===== src/rtl/parking_pkg.sv =====
// Shared encodings for the barrier-sensor emulator: command ops, FSM states
// and the {a,b} phase pattern for each op.
package parking_pkg;

   typedef enum logic [1:0] {
      OP_ENTER    = 2'b00,
      OP_EXIT     = 2'b01,
      OP_BALK_IN  = 2'b10,
      OP_BALK_OUT = 2'b11
   } op_t;

   typedef enum logic [2:0] {
      ST_IDLE,
      ST_PH1,
      ST_PH2,
      ST_PH3,
      ST_PH4
   } state_t;

   localparam int unsigned TIMER_W = 8;

   // Four {a,b} phases packed MSB-first: phase 1 in [7:6], phase 4 in [1:0].
   localparam logic [7:0] PAT_ENTER    = 8'b10_11_01_00;
   localparam logic [7:0] PAT_EXIT     = 8'b01_11_10_00;
   localparam logic [7:0] PAT_BALK_IN  = 8'b10_11_10_00;
   localparam logic [7:0] PAT_BALK_OUT = 8'b01_11_01_00;

   function automatic logic [1:0] phase_bits(input op_t op, input logic [1:0] idx);
      logic [7:0] pat;
      logic [1:0] bits;
      case (op)
         OP_ENTER:   pat = PAT_ENTER;
         OP_EXIT:    pat = PAT_EXIT;
         OP_BALK_IN: pat = PAT_BALK_IN;
         default:    pat = PAT_BALK_OUT;
      endcase
      case (idx)
         2'd0:    bits = pat[7:6];
         2'd1:    bits = pat[5:4];
         2'd2:    bits = pat[3:2];
         default: bits = pat[1:0];
      endcase
      return bits;
   endfunction

endpackage


===== src/rtl/parking_hold_timer.sv =====
// Phase dwell down-counter: load reloads the count, expired flags zero.
module parking_hold_timer
   import parking_pkg::*;
#(
   parameter int unsigned W = TIMER_W
) (
   input  logic         clk,
   input  logic         reset,
   input  logic         i_load,
   input  logic [W-1:0] i_load_val,
   output logic         o_expired
);

   logic [W-1:0] r_cnt;

   always_ff @(posedge clk or negedge reset) begin
      if (!reset) begin
         r_cnt <= '0;
      end else if (i_load) begin
         r_cnt <= i_load_val;
      end else if (r_cnt != '0) begin
         r_cnt <= r_cnt - 1'b1;
      end
   end

   assign o_expired = (r_cnt == '0);

endmodule


===== src/rtl/parking_sensor_gen.sv =====
// Emulates the outer/inner barrier sensors for one car pass per command and
// tracks the count the lot counter should report after each sequence.
module parking_sensor_gen
   import parking_pkg::*;
#(
   parameter int unsigned HOLD_CYCLES = 1,
   parameter int unsigned COUNT_W     = 3,
   parameter int unsigned MAX_COUNT   = 7
) (
   input  logic               clk,
   input  logic               reset,
   input  logic               cmd_valid,
   input  logic [1:0]         cmd_op,
   output logic               cmd_ready,
   output logic               a,
   output logic               b,
   output logic               busy,
   output logic               done,
   output logic [COUNT_W-1:0] exp_count
);

   localparam logic [TIMER_W-1:0] HOLD_LOAD = TIMER_W'(HOLD_CYCLES - 1);
   localparam logic [COUNT_W-1:0] MAX_C     = COUNT_W'(MAX_COUNT);

   state_t             r_state;
   op_t                r_op;
   logic               r_a;
   logic               r_b;
   logic               r_busy;
   logic               r_done;
   logic [COUNT_W-1:0] r_exp_count;

   logic               w_accept;
   logic               w_expired;
   logic               w_load;
   op_t                w_cmd_op;

   assign w_cmd_op  = op_t'(cmd_op);
   assign cmd_ready = (r_state == ST_IDLE);
   assign w_accept  = cmd_ready && cmd_valid;
   // Reload on accept and on every phase change so each phase gets a full dwell.
   assign w_load    = w_accept || ((r_state != ST_IDLE) && w_expired);

   parking_hold_timer #(
      .W(TIMER_W)
   ) u_hold (
      .clk       (clk),
      .reset     (reset),
      .i_load    (w_load),
      .i_load_val(HOLD_LOAD),
      .o_expired (w_expired)
   );

   always_ff @(posedge clk or negedge reset) begin
      if (!reset) begin
         r_state     <= ST_IDLE;
         r_op        <= OP_ENTER;
         r_a         <= 1'b0;
         r_b         <= 1'b0;
         r_busy      <= 1'b0;
         r_done      <= 1'b0;
         r_exp_count <= '0;
      end else begin
         r_done <= 1'b0;
         case (r_state)
            ST_IDLE: begin
               if (cmd_valid) begin
                  r_op         <= w_cmd_op;
                  r_state      <= ST_PH1;
                  {r_a, r_b}   <= phase_bits(w_cmd_op, 2'd0);
                  r_busy       <= 1'b1;
               end
            end
            ST_PH1: begin
               if (w_expired) begin
                  r_state    <= ST_PH2;
                  {r_a, r_b} <= phase_bits(r_op, 2'd1);
               end
            end
            ST_PH2: begin
               if (w_expired) begin
                  r_state    <= ST_PH3;
                  {r_a, r_b} <= phase_bits(r_op, 2'd2);
               end
            end
            ST_PH3: begin
               if (w_expired) begin
                  r_state    <= ST_PH4;
                  {r_a, r_b} <= phase_bits(r_op, 2'd3);
               end
            end
            ST_PH4: begin
               if (w_expired) begin
                  r_state    <= ST_IDLE;
                  {r_a, r_b} <= 2'b00;
                  r_busy     <= 1'b0;
                  r_done     <= 1'b1;
                  case (r_op)
                     OP_ENTER: if (r_exp_count < MAX_C) r_exp_count <= r_exp_count + 1'b1;
                     OP_EXIT:  if (r_exp_count != '0)   r_exp_count <= r_exp_count - 1'b1;
                     default:  r_exp_count <= r_exp_count;
                  endcase
               end
            end
            default: r_state <= ST_IDLE;
         endcase
      end
   end

   assign a         = r_a;
   assign b         = r_b;
   assign busy      = r_busy;
   assign done      = r_done;
   assign exp_count = r_exp_count;

endmodule


===== config.mk =====
export PLATFORM = sky130hd
export DESIGN_NAME = parking_sensor_gen
export DESIGN_NICKNAME = d
export VERILOG_FILES = /design/src/rtl/parking_pkg.sv /design/src/rtl/parking_hold_timer.sv /design/src/rtl/parking_sensor_gen.sv
export SDC_FILE = /design/constraint.sdc
export NUM_CORES = 1
export LEC_CHECK = 0
export CELL_PAD_IN_SITES_DETAIL_PLACEMENT = 1
export CELL_PAD_IN_SITES_GLOBAL_PLACEMENT = 1
export CORE_ASPECT_RATIO = 0.5
export CORE_MARGIN = 5
export CORE_UTILIZATION = 35
export DETAILED_ROUTE_END_ITERATION = 6
export DONT_BUFFER_PORTS = 1
export PLACE_DENSITY_LB_ADDON = 0.08
export SETUP_SLACK_MARGIN = 0.1
export SLEW_MARGIN = 10
export SYNTH_ARGS = -nofsm -noshare
export SYNTH_HDL_FRONTEND = slang
export SYNTH_SLANG_ARGS = --single-unit

===== constraint.sdc =====
create_clock -name clk -period 4.28 [get_ports clk]
set_input_delay 0.428 -clock clk [delete_from_list [all_inputs] [get_ports clk]]
set_output_delay 0.428 -clock clk [all_outputs]
set_load 0.02 [all_outputs]

==> flow_summary_export.csv <==
group,metric,value,unit
global_route,grt_pass1_vias,979,
finish,n_antenna_cell,0,
clock_network,cts-root-buf,"clkbuf_8",
yosys,syn_nets,140,
pwr,power_density,250.1,nW/µm²
placed_design,pre_cts_ws,2.073,ns
finish,layout-drive-gt1-share,9.924,%
pwr,power.leakage,0.5139,nW
placed_design,place_area,1250,µm²
clock_network,cts_resized,0,
worst_setup_path,crit_buf_inv,1,
worst_setup_path,worstSetupPathType,"reg -> reg",
yosys,synth_area_leader_cell,"dfrtp_1",
timing,relSlewSlack,33.86,%
finish,final_area,1301,µm²
worst_setup_path,reg2regPathDepth,6,
die,core_area,3378,µm²
finish,nets,143,
timing,post-route-min-period,2.164,ns
route,vias,971,
worst_setup_path,cp_slowest_cell,"nor3b_2",
timing,tightest_slew,0.9889,ns
global_route,grt_first_pass_wirelength,5009,µm
yosys,ys_seq_elements,20,
pwr,power,0.3255,mW
worst_setup_path,critPathLaunchType,"flop",
timing,hold_ws,0.2436,ns
clock_network,cts_made_buffers,3,
timing,worst_slack,2.116,ns
worst_setup_path,cpPeakStageDelay,0.51,ns
die,dieHeight,51.60,µm
die,dieArea,4808,µm²
clock_network,htree_levels,1,
route,post_drt_via_cell_ratio,5.613,
yosys,yosysMostFrequentCell,"dfrtp_1",
global_route,track_usage,13.70,%
worst_setup_path,cp.required,4.41,ns
route,drt-wirelength-per-cell,17.13,µm
clock_network,clk_pin_slew_worst_paths,0.08,ns
placed_design,port_buffers,0,
timing,setup_viol,0,
worst_hold_path,min_to,"u_hold.r_cnt[6]",
global_route,grt_max_degree,21,
worst_setup_path,rrSetupSlack,2.12,ns
worst_setup_path,end_kind,"flop",
route,antenna_left,0,
global_route,grt_overflow_total,0,
global_route,antenna_found_initial,0,
clock_network,clk_path_buf_depth,2,
outcome,status,"finished clean",
timing,clock.fmax,462.1,MHz
clock_network,clock_latency,0.26,ns
route,drt_iter0_markers,25,
route,dr.pass1.iters,4,
finish,nFillCells,399,
worst_hold_path,hp-start,"cmd_valid",
finish,areaGrowthSynthToFinish,7.438,%
timing,hold_viol_final,0,
worst_hold_path,whs_path_depth,1,
worst_setup_path,crit_fanout,10,
worst_setup_path,worstReg2RegEnd,"u_hold.r_cnt[3]",
clock_network,cts_tree,"yes",
pwr,peakVddDrop,0.1356,mV
yosys,ys_top_cells_by_area,"dfrtp_1 41%, a21oi_1 5.8%, ha_1 4.1%",
timing,fin_skew,0.005494,ns
run,cap_violations,0,
worst_setup_path,cp_data_arrival_time,2.30,ns
yosys,synth.top_cell.area_share,41.32,%
timing,timing.final.crit_share,50.57,%
placed_design,place_hpwl,2232,µm
worst_setup_path,path_cells,"inv_1, ha_1, nor3b_2, nand2_2, o21ai_1, a21oi_1",
yosys,netlist_instances,130,
placed_design,place.gp.congestion,0.7395,
clock_network,numClockSinks,20,
clock_network,cts_setup_buffers,0,
yosys,synth_warnings,0,
timing,finalMaxSlewViolations,0,
die,start_util,35.85,%
die,fp-row-count,15,
yosys,syn_area,1211,µm²
route,wl,2964,µm
die,die_width,93.19,µm
yosys,ys.flop_type,"dfrtp_1",
yosys,ys_types,41,
timing,fin_tns_setup,0,ns
worst_setup_path,timing.rr.start,"u_hold.r_cnt[0]",
worst_setup_path,startpoint,"u_hold.r_cnt[0]",
yosys,synth-seq-area-share,41.32,%
worst_hold_path,hold_path.class,"in -> reg",
timing,rsz0062_at_grt,"no",
route,route.detailed.drc,0,
yosys,synth_edf_count,0,
yosys,avgSynthCellArea,9.317,µm²
yosys,async_flop_share,100.0,%
worst_setup_path,path_delay_family,"simple AND/OR/NAND/NOR gates",
yosys,synth_commonest_cells,"20 x dfrtp_1, 14 x a21oi_1, 11 x nor2_1",
die,boundaryPins,13,
==> repair_timing <==
action | CTS | global route
hold buffers | 1 | 0
endpoints found under the hold margin | 20 | 0
endpoints found under the setup margin | 0 | 0
==> logic make-up after synthesis <==
family,Yosys count,share of synthesized area [%]
and+or+nand+nor,50,24.17
AOI/OAI and AO/OA,36,19.52
DFF,20,41.32
buffers and inverters,13,4.236
adders and majority gates,5,5.785
muxes,4,3.512
xor gates and xnor gates,2,1.447
==> through the flow <==
stage                     instances  util (%)
after floorplan                 130         -
after global placement          169     37.00
after detailed placement        169     37.00
after CTS                       173     38.52
after global routing            173     38.52
final                           173     38.52
==> worst max path at each step <==
stage	cells after the start	to
after floorplan	6	exp_count[1]
after global placement	6	exp_count[1]
after detailed placement	6	u_hold.r_cnt[3]
after CTS	6	u_hold.r_cnt[3]
after global routing	6	u_hold.r_cnt[3]
final	6	u_hold.r_cnt[3]
==> where the power goes <==
| group | internal [mW] | switching, mW |
|---|---|---|
| combinational | 0.00189 | 0.00458 |
| clock | 0.0628 | 0.0643 |
| sequential | 0.190 | 0.00216 |
==> area by class of cell <==
class / count / area, µm² / share of cell area, %
flip-flops and latches: 20 / 500.5 / 38.46
inverters: 10 / 37.54 / 2.885
repair buffers: 1 / 10.01 / 0.7692
clock buffers: 3 / 41.29 / 3.173
well taps: 42 / 52.55 / 4.038
multi-input cells: 97 / 659.4 / 50.67
==> cells in the final DEF, fill, tap and decap left out, types with 2 or more instances in the layout <==
master,n
and3_1,2
mux2i_1,2
nand3_1,3
mux2_2,2
or3_1,2
o21ai_0,5
o31ai_1,2
nor3b_1,3
a211oi_1,2
nor2b_1,5
a21oi_1,14
nand2_1,10
inv_1,10
nor2_1,11
o22ai_1,4
dfrtp_1,20
clkbuf_8,3
ha_1,4
a2111oi_2,2
nand2b_1,2
a31oi_1,3
==> worst register-to-register path, cell delays in order (launching register included) <==
cell,delay (ns)
dfrtp_1,0.43
inv_1,0.14
ha_1,0.18
nor3b_2,0.51
nand2_2,0.27
o21ai_1,0.42
a21oi_1,0.09
==> per-layer routing <==
metal	global-route usage, %	wire length [µm]
met5	0	0
met4	2.920	0
met2	22.29	1342
met3	4.769	101
met1	17.75	1519
==> sequential cells by signal (all words and copies together), names as in the netlist <==
signal,count
u_hold.r_cnt,8
a,1
busy,1
r_state,3
exp_count,3
b,1
r_op,2
done,1
Note: power is estimated with default switching activity, not from simulation.
